<file path="src/rtl/conv_window_sched.sv">
// Window sequencer for the 1-D convolution datapath.
// Walks all N-M+1 windows and hands each result to a one-deep output register.
module conv_window_sched #(
    parameter int N   = 128,
    parameter int M   = 32,
    parameter int T   = 8,
    parameter int XAW = $clog2(N),
    parameter int FAW = $clog2(M)
) (
    input  logic           clk,
    input  logic           reset_n,
    input  logic           x_full,
    output logic [XAW-1:0] xmem_addr,
    output logic [FAW-1:0] fmem_addr,
    output logic           mac_clr,
    output logic           mult_en,
    output logic           acc_en,
    input  logic [T-1:0]   accum_data,
    output logic           m_valid_y,
    input  logic           m_ready_y,
    output logic [T-1:0]   m_data_out_y,
    output logic           conv_done,
    output logic           busy
);

    localparam logic [2:0] S_IDLE   = 3'd0;
    localparam logic [2:0] S_ISSUE  = 3'd1;
    localparam logic [2:0] S_DRAIN  = 3'd2;
    localparam logic [2:0] S_CAPT   = 3'd3;
    localparam logic [2:0] S_FINISH = 3'd4;

    localparam logic [XAW:0]   LAST_BASE = (XAW+1)'(N - M);
    localparam logic [FAW-1:0] K_LAST    = FAW'(M - 1);

    logic [2:0]     state;
    logic [XAW:0]   base;
    logic [FAW-1:0] k;
    logic [1:0]     dcnt;
    logic           rd_vld;
    logic           accept;
    logic           xfer;
    logic [XAW:0]   addr_sum;

    assign rd_vld   = (state == S_ISSUE);
    assign xfer     = m_valid_y && m_ready_y;
    assign accept   = (state == S_CAPT) && (!m_valid_y || m_ready_y);
    assign addr_sum = base + {{(XAW+1-FAW){1'b0}}, k};

    assign xmem_addr = rd_vld ? addr_sum[XAW-1:0] : '0;
    assign fmem_addr = rd_vld ? k : '0;
    assign busy      = (state != S_IDLE);

    // Gated by reset so a high x_full cannot clear the MAC while held in reset.
    assign mac_clr = reset_n &&
                     (((state == S_IDLE) && x_full) || accept);

    // Enables trail the address by the memory read latency.
    always_ff @(posedge clk or negedge reset_n) begin
        if (!reset_n) begin
            mult_en <= 1'b0;
            acc_en  <= 1'b0;
        end else begin
            mult_en <= rd_vld;
            acc_en  <= mult_en;
        end
    end

    always_ff @(posedge clk or negedge reset_n) begin
        if (!reset_n) begin
            state     <= S_IDLE;
            base      <= '0;
            k         <= '0;
            dcnt      <= '0;
            conv_done <= 1'b0;
        end else begin
            conv_done <= 1'b0;
            unique case (1'b1)
                state == S_IDLE: begin
                    if (x_full) begin
                        base  <= '0;
                        k     <= '0;
                        state <= S_ISSUE;
                    end
                end
                state == S_ISSUE: begin
                    k <= k + 1'b1;
                    if (k == K_LAST) begin
                        k     <= '0;
                        dcnt  <= '0;
                        state <= S_DRAIN;
                    end
                end
                state == S_DRAIN: begin
                    dcnt <= dcnt + 1'b1;
                    if (dcnt == 2'd2)
                        state <= S_CAPT;
                end
                state == S_CAPT: begin
                    if (accept) begin
                        if (base == LAST_BASE) begin
                            state <= S_FINISH;
                        end else begin
                            base  <= base + 1'b1;
                            state <= S_ISSUE;
                        end
                    end
                end
                state == S_FINISH: begin
                    if (xfer) begin
                        conv_done <= 1'b1;
                        state     <= S_IDLE;
                    end
                end
                default: state <= S_IDLE;
            endcase
        end
    end

    // Reload in CAPT wins over the drain from a same-cycle transfer.
    always_ff @(posedge clk or negedge reset_n) begin
        if (!reset_n) begin
            m_valid_y    <= 1'b0;
            m_data_out_y <= '0;
        end else if (accept) begin
            m_valid_y    <= 1'b1;
            m_data_out_y <= accum_data;
        end else if (xfer) begin
            m_valid_y    <= 1'b0;
        end
    end

endmodule
</file>
<file path="config.mk">
export PLATFORM = sky130hd
export DESIGN_NAME = conv_window_sched
export DESIGN_NICKNAME = d
export VERILOG_FILES = /design/src/rtl/conv_window_sched.sv
export SDC_FILE = /design/constraint.sdc
export NUM_CORES = 1
export LEC_CHECK = 0
export CORE_ASPECT_RATIO = 1.25
export CORE_MARGIN = 2
export CORE_UTILIZATION = 47
export CTS_BUF_LIST = sky130_fd_sc_hd__clkbuf_8
export CTS_CLUSTER_DIAMETER = 120
export DETAILED_ROUTE_END_ITERATION = 16
export GPL_TIMING_DRIVEN = 1
export PLACE_DENSITY = 0.78
export SLEW_MARGIN = 15
export SYNTH_ARGS = -nofsm -noshare
export SYNTH_HDL_FRONTEND = slang
export SYNTH_SLANG_ARGS = --single-unit
export TNS_END_PERCENT = 10
</file>
<file path="constraint.sdc">
create_clock -name clk -period 2.09 [get_ports clk]
set_clock_uncertainty 0.1 [all_clocks]
set_input_delay 0.418 -clock clk [delete_from_list [all_inputs] [get_ports clk]]
set_output_delay 0.418 -clock clk [all_outputs]
set_load 0.01 [all_outputs]
</file>
==> impl_metrics.env <==
export IMPL_core_um2=3543
export IMPL_max_slew_margin_rel_pct=74.74
export IMPL_drc_errors=0
export IMPL_htree_levels=2
export IMPL_crit_chain="ha_2, inv_2, fa_2, nor2b_4, o2111ai_2, a31o_2, a21oi_2, buf_2"
export IMPL_synth_fp_nets=205
export IMPL_fin_area_um2=2519
export IMPL_grt_pass1_wl_mm=6.879
export IMPL_vias_per_cell=5.502
export IMPL_dpl_cell_area_um2=2384
export IMPL_fmax_mhz=400.6
export IMPL_cts_root_buffer="clkbuf_8"
export IMPL_ioPinCount=38
export IMPL_grt_remaining_overflow=0
export IMPL_setup_violations=12
export IMPL_cts_tree="done"
export IMPL_grt_antenna_before_repair=0
export IMPL_ys_flop_type="dfrtp_1"
export IMPL_die_h_um=72.40
export IMPL_post_route_period_util_pct=119.4
export IMPL_wirelength_mm=4.103
export IMPL_endpoint_kind="primary output"
export IMPL_worstRegToRegCells=8
export IMPL_synth_cell_types=42
export IMPL_grtUsageTotal_pct=21.40
export IMPL_rr_startpoint="k[0]"
export IMPL_clkSlewWorstSetupHoldPaths_ns=0.06
export IMPL_cts_buffer_depth=2
export IMPL_reg2reg_to="dcnt[0]"
export IMPL_nFillCells=267
export IMPL_diodes=0
export IMPL_port_buffers=37
export IMPL_cap_violations=0
export IMPL_grt_pass1_vias=1565
export IMPL_layout_drive_gt1_share_pct=30.95
export IMPL_synth_area_um2=1759
export IMPL_initial_core_util_pct=49.65
export IMPL_multiInputGateArea_um2=958.4
export IMPL_final_hold_violation_count=0
export IMPL_fin_crit_ns=2.496
export IMPL_dr_first_iter_drc_count=59
export IMPL_dpl_hpwl_mm=3.047
export IMPL_leakage_nw=1.146
export IMPL_numClockSinks=30
export IMPL_ys_warnings_count=0
export IMPL_fp_dieArea_um2=4251
export IMPL_cts_hold_buf=0
export IMPL_crit_start="base[0]"
export IMPL_post_route_util_pct=71.08
export IMPL_r2r_slack_ns=0.20
export IMPL_finalNetCount=274
export IMPL_synth_edf_count=0
export IMPL_clock_latency_ns=0.28
export IMPL_first_pass_iters=4
export IMPL_area_growth_pct=43.17
export IMPL_max_vdd_ir_drop_mv=0.6372
export IMPL_place_congestion=0.8195
export IMPL_slew_violations=0
export IMPL_cp_start_kind="register"
export IMPL_synth_cells=182
export IMPL_cp_slowest_cell="dfrtp_1"
export IMPL_crit_required_ns=1.57
export IMPL_ys_async_sr_fraction_pct=100.0
export IMPL_crit_fanout=2
export IMPL_path_class="reg2out"
export IMPL_rows=24
export IMPL_crit_path_max_incr_delay_ns=0.37
export IMPL_ant_nets=0
export IMPL_synth_seq_cells=30
export IMPL_post_cts_setup_buffer_count=0
export IMPL_min_path_type="reg2reg"
export IMPL_rsz0062_at_grt="true"
export IMPL_fin_ws_ns=-0.4065
export IMPL_avgSynthCellArea_um2=9.666
export IMPL_regArea_um2=750.7
export IMPL_grt_max_degree=31
export IMPL_vias=1601
export IMPL_status="complete, but fails checks"
export IMPL_critPathCapture="xmem_addr[6]"
export IMPL_power_density_nw_per_um2=1202
export IMPL_wire_per_inst_um=14.10
export IMPL_die_width_um=58.72
export IMPL_violations="setup timing"
export IMPL_worst_slew_pin_slew_ns=0.3789
export IMPL_ys_seq_area_share_pct=42.67
export IMPL_cts_made_buffers=5
export IMPL_arrival_ns=1.98
[placed cells by master (no fill, tap or decap), types with 6 or more instances in the layout]
master / n
nor2_1: 9
dfrtp_1: 30
clkbuf_8: 8
inv_1: 8
buf_4: 32
a31oi_1: 10
nand2_1: 17
nand3_1: 6
buf_2: 7
o21ai_0: 9
mux2_2: 9
ha_1: 9
clkdlybuf4s50_1: 23
[synthesized netlist by cell type (all sizes together) (3+ instances only)]
library cell  number  share of area [%]
inv               10                2.1
a31oi             10                3.6
and2               6                2.1
a21oi              5                1.4
nand2             17                3.6
mux2               9                5.8
a211oi             3                1.3
and3               3                1.1
clkbuf             3               0.64
nor3               5                1.4
dfrtp             30                 43
nand3              6                1.7
nor3b              3                1.3
nor2b              6                2.1
nor2               9                1.9
o21a               3                1.3
ha                10                7.1
o21ai             11                3.1
buf                7                3.0
[power breakdown]
| part | total (W) | leakage (nW) | switching, W | internal [W] |
|---|---|---|---|---|
| clock network | 0.000551 | 0.0575 | 0.000219 | 0.000332 |
| logic | 0.00163 | 0.704 | 0.000748 | 0.000881 |
| registers | 0.000847 | 0.384 | 0.0000974 | 0.000750 |
| total | 0.00303 | 1.15 | 0.00106 | 0.00196 |
[timing repair]
item | CTS | global route
setup endpoints to repair | 14 | 14
resized for setup | 58 | 3
pin swaps | 2 | 0
[worst min-delay path by stage]
stage / startpoint / to / cells after the start
floorplan: reset_n / acc_en / 0
global placement: mult_en / acc_en / 0
detailed placement: mult_en / acc_en / 0
CTS: mult_en / acc_en / 0
global route: mult_en / acc_en / 0
finish: mult_en / acc_en / 0
[logic make-up (layout without fill, tap and decap cells)]
| kind of cell | after synthesis | in the layout | share of synthesized area (%) |
|---|---|---|---|
| AOI/OAI and AO/OA | 44 | 44 | 16.50 |
| adders and majority gates | 11 | 11 | 8.250 |
| buffers and inverters | 20 | 90 | 5.761 |
| DFF | 30 | 30 | 42.67 |
| muxes | 10 | 10 | 6.330 |
| and+or+nand+nor | 67 | 67 | 20.48 |
[critical path, delay by kind of cell (launching register included)]
kind	cells	cell delay, ns
simple gates	1	0.13
compound gates	3	0.46
flops	1	0.37
fa+ha+maj	2	0.56
buf+inv	2	0.17
[per-stage QoR]
step	cells	TNS (ns)	hold WS [ns]	setup slack, ns	power (W)
2_1_floorplan	182	-0.07531	0.02241	-0.05706	0.001621
3_3_place_gp	283	-4.029	0.2555	-0.4973	0.002484
3_5_place_dp	283	-4.415	0.2610	-0.5557	0.002522
4_1_cts	291	-2.607	0.2751	-0.4073	0.003027
5_1_grt	291	-3.422	0.2914	-0.5133	0.003235
6_report	291	-2.605	0.2747	-0.4065	0.003027
[flip-flops by register name (all words and copies together), names as in the netlist]
register	cells
base	8
mult_en	1
m_data_out_y	8
state	3
conv_done	1
k	5
acc_en	1
dcnt	2
m_valid_y	1
[metal layers]
layer | share of wire [%] | up-vias | GRT usage (%)
li1 | - | 799 | -
met2 | 52 | 39 | 36.17
met5 | 0 | - | 0
met1 | 41 | 753 | 24.94
met3 | 4.3 | 10 | 4.991
met4 | 2.8 | 0 | 10.86
[layout make-up]
type                            count  share of cell area (%)
Timing Repair Buffer               72                   24.34
Clock buffer                        8                   4.372
Inverter                           10                   1.490
Tap cell                           39                   1.937
Multi-Input combinational cell    132                   38.05
Sequential cell                    30                   29.81
(Power assumes the default switching activity.)
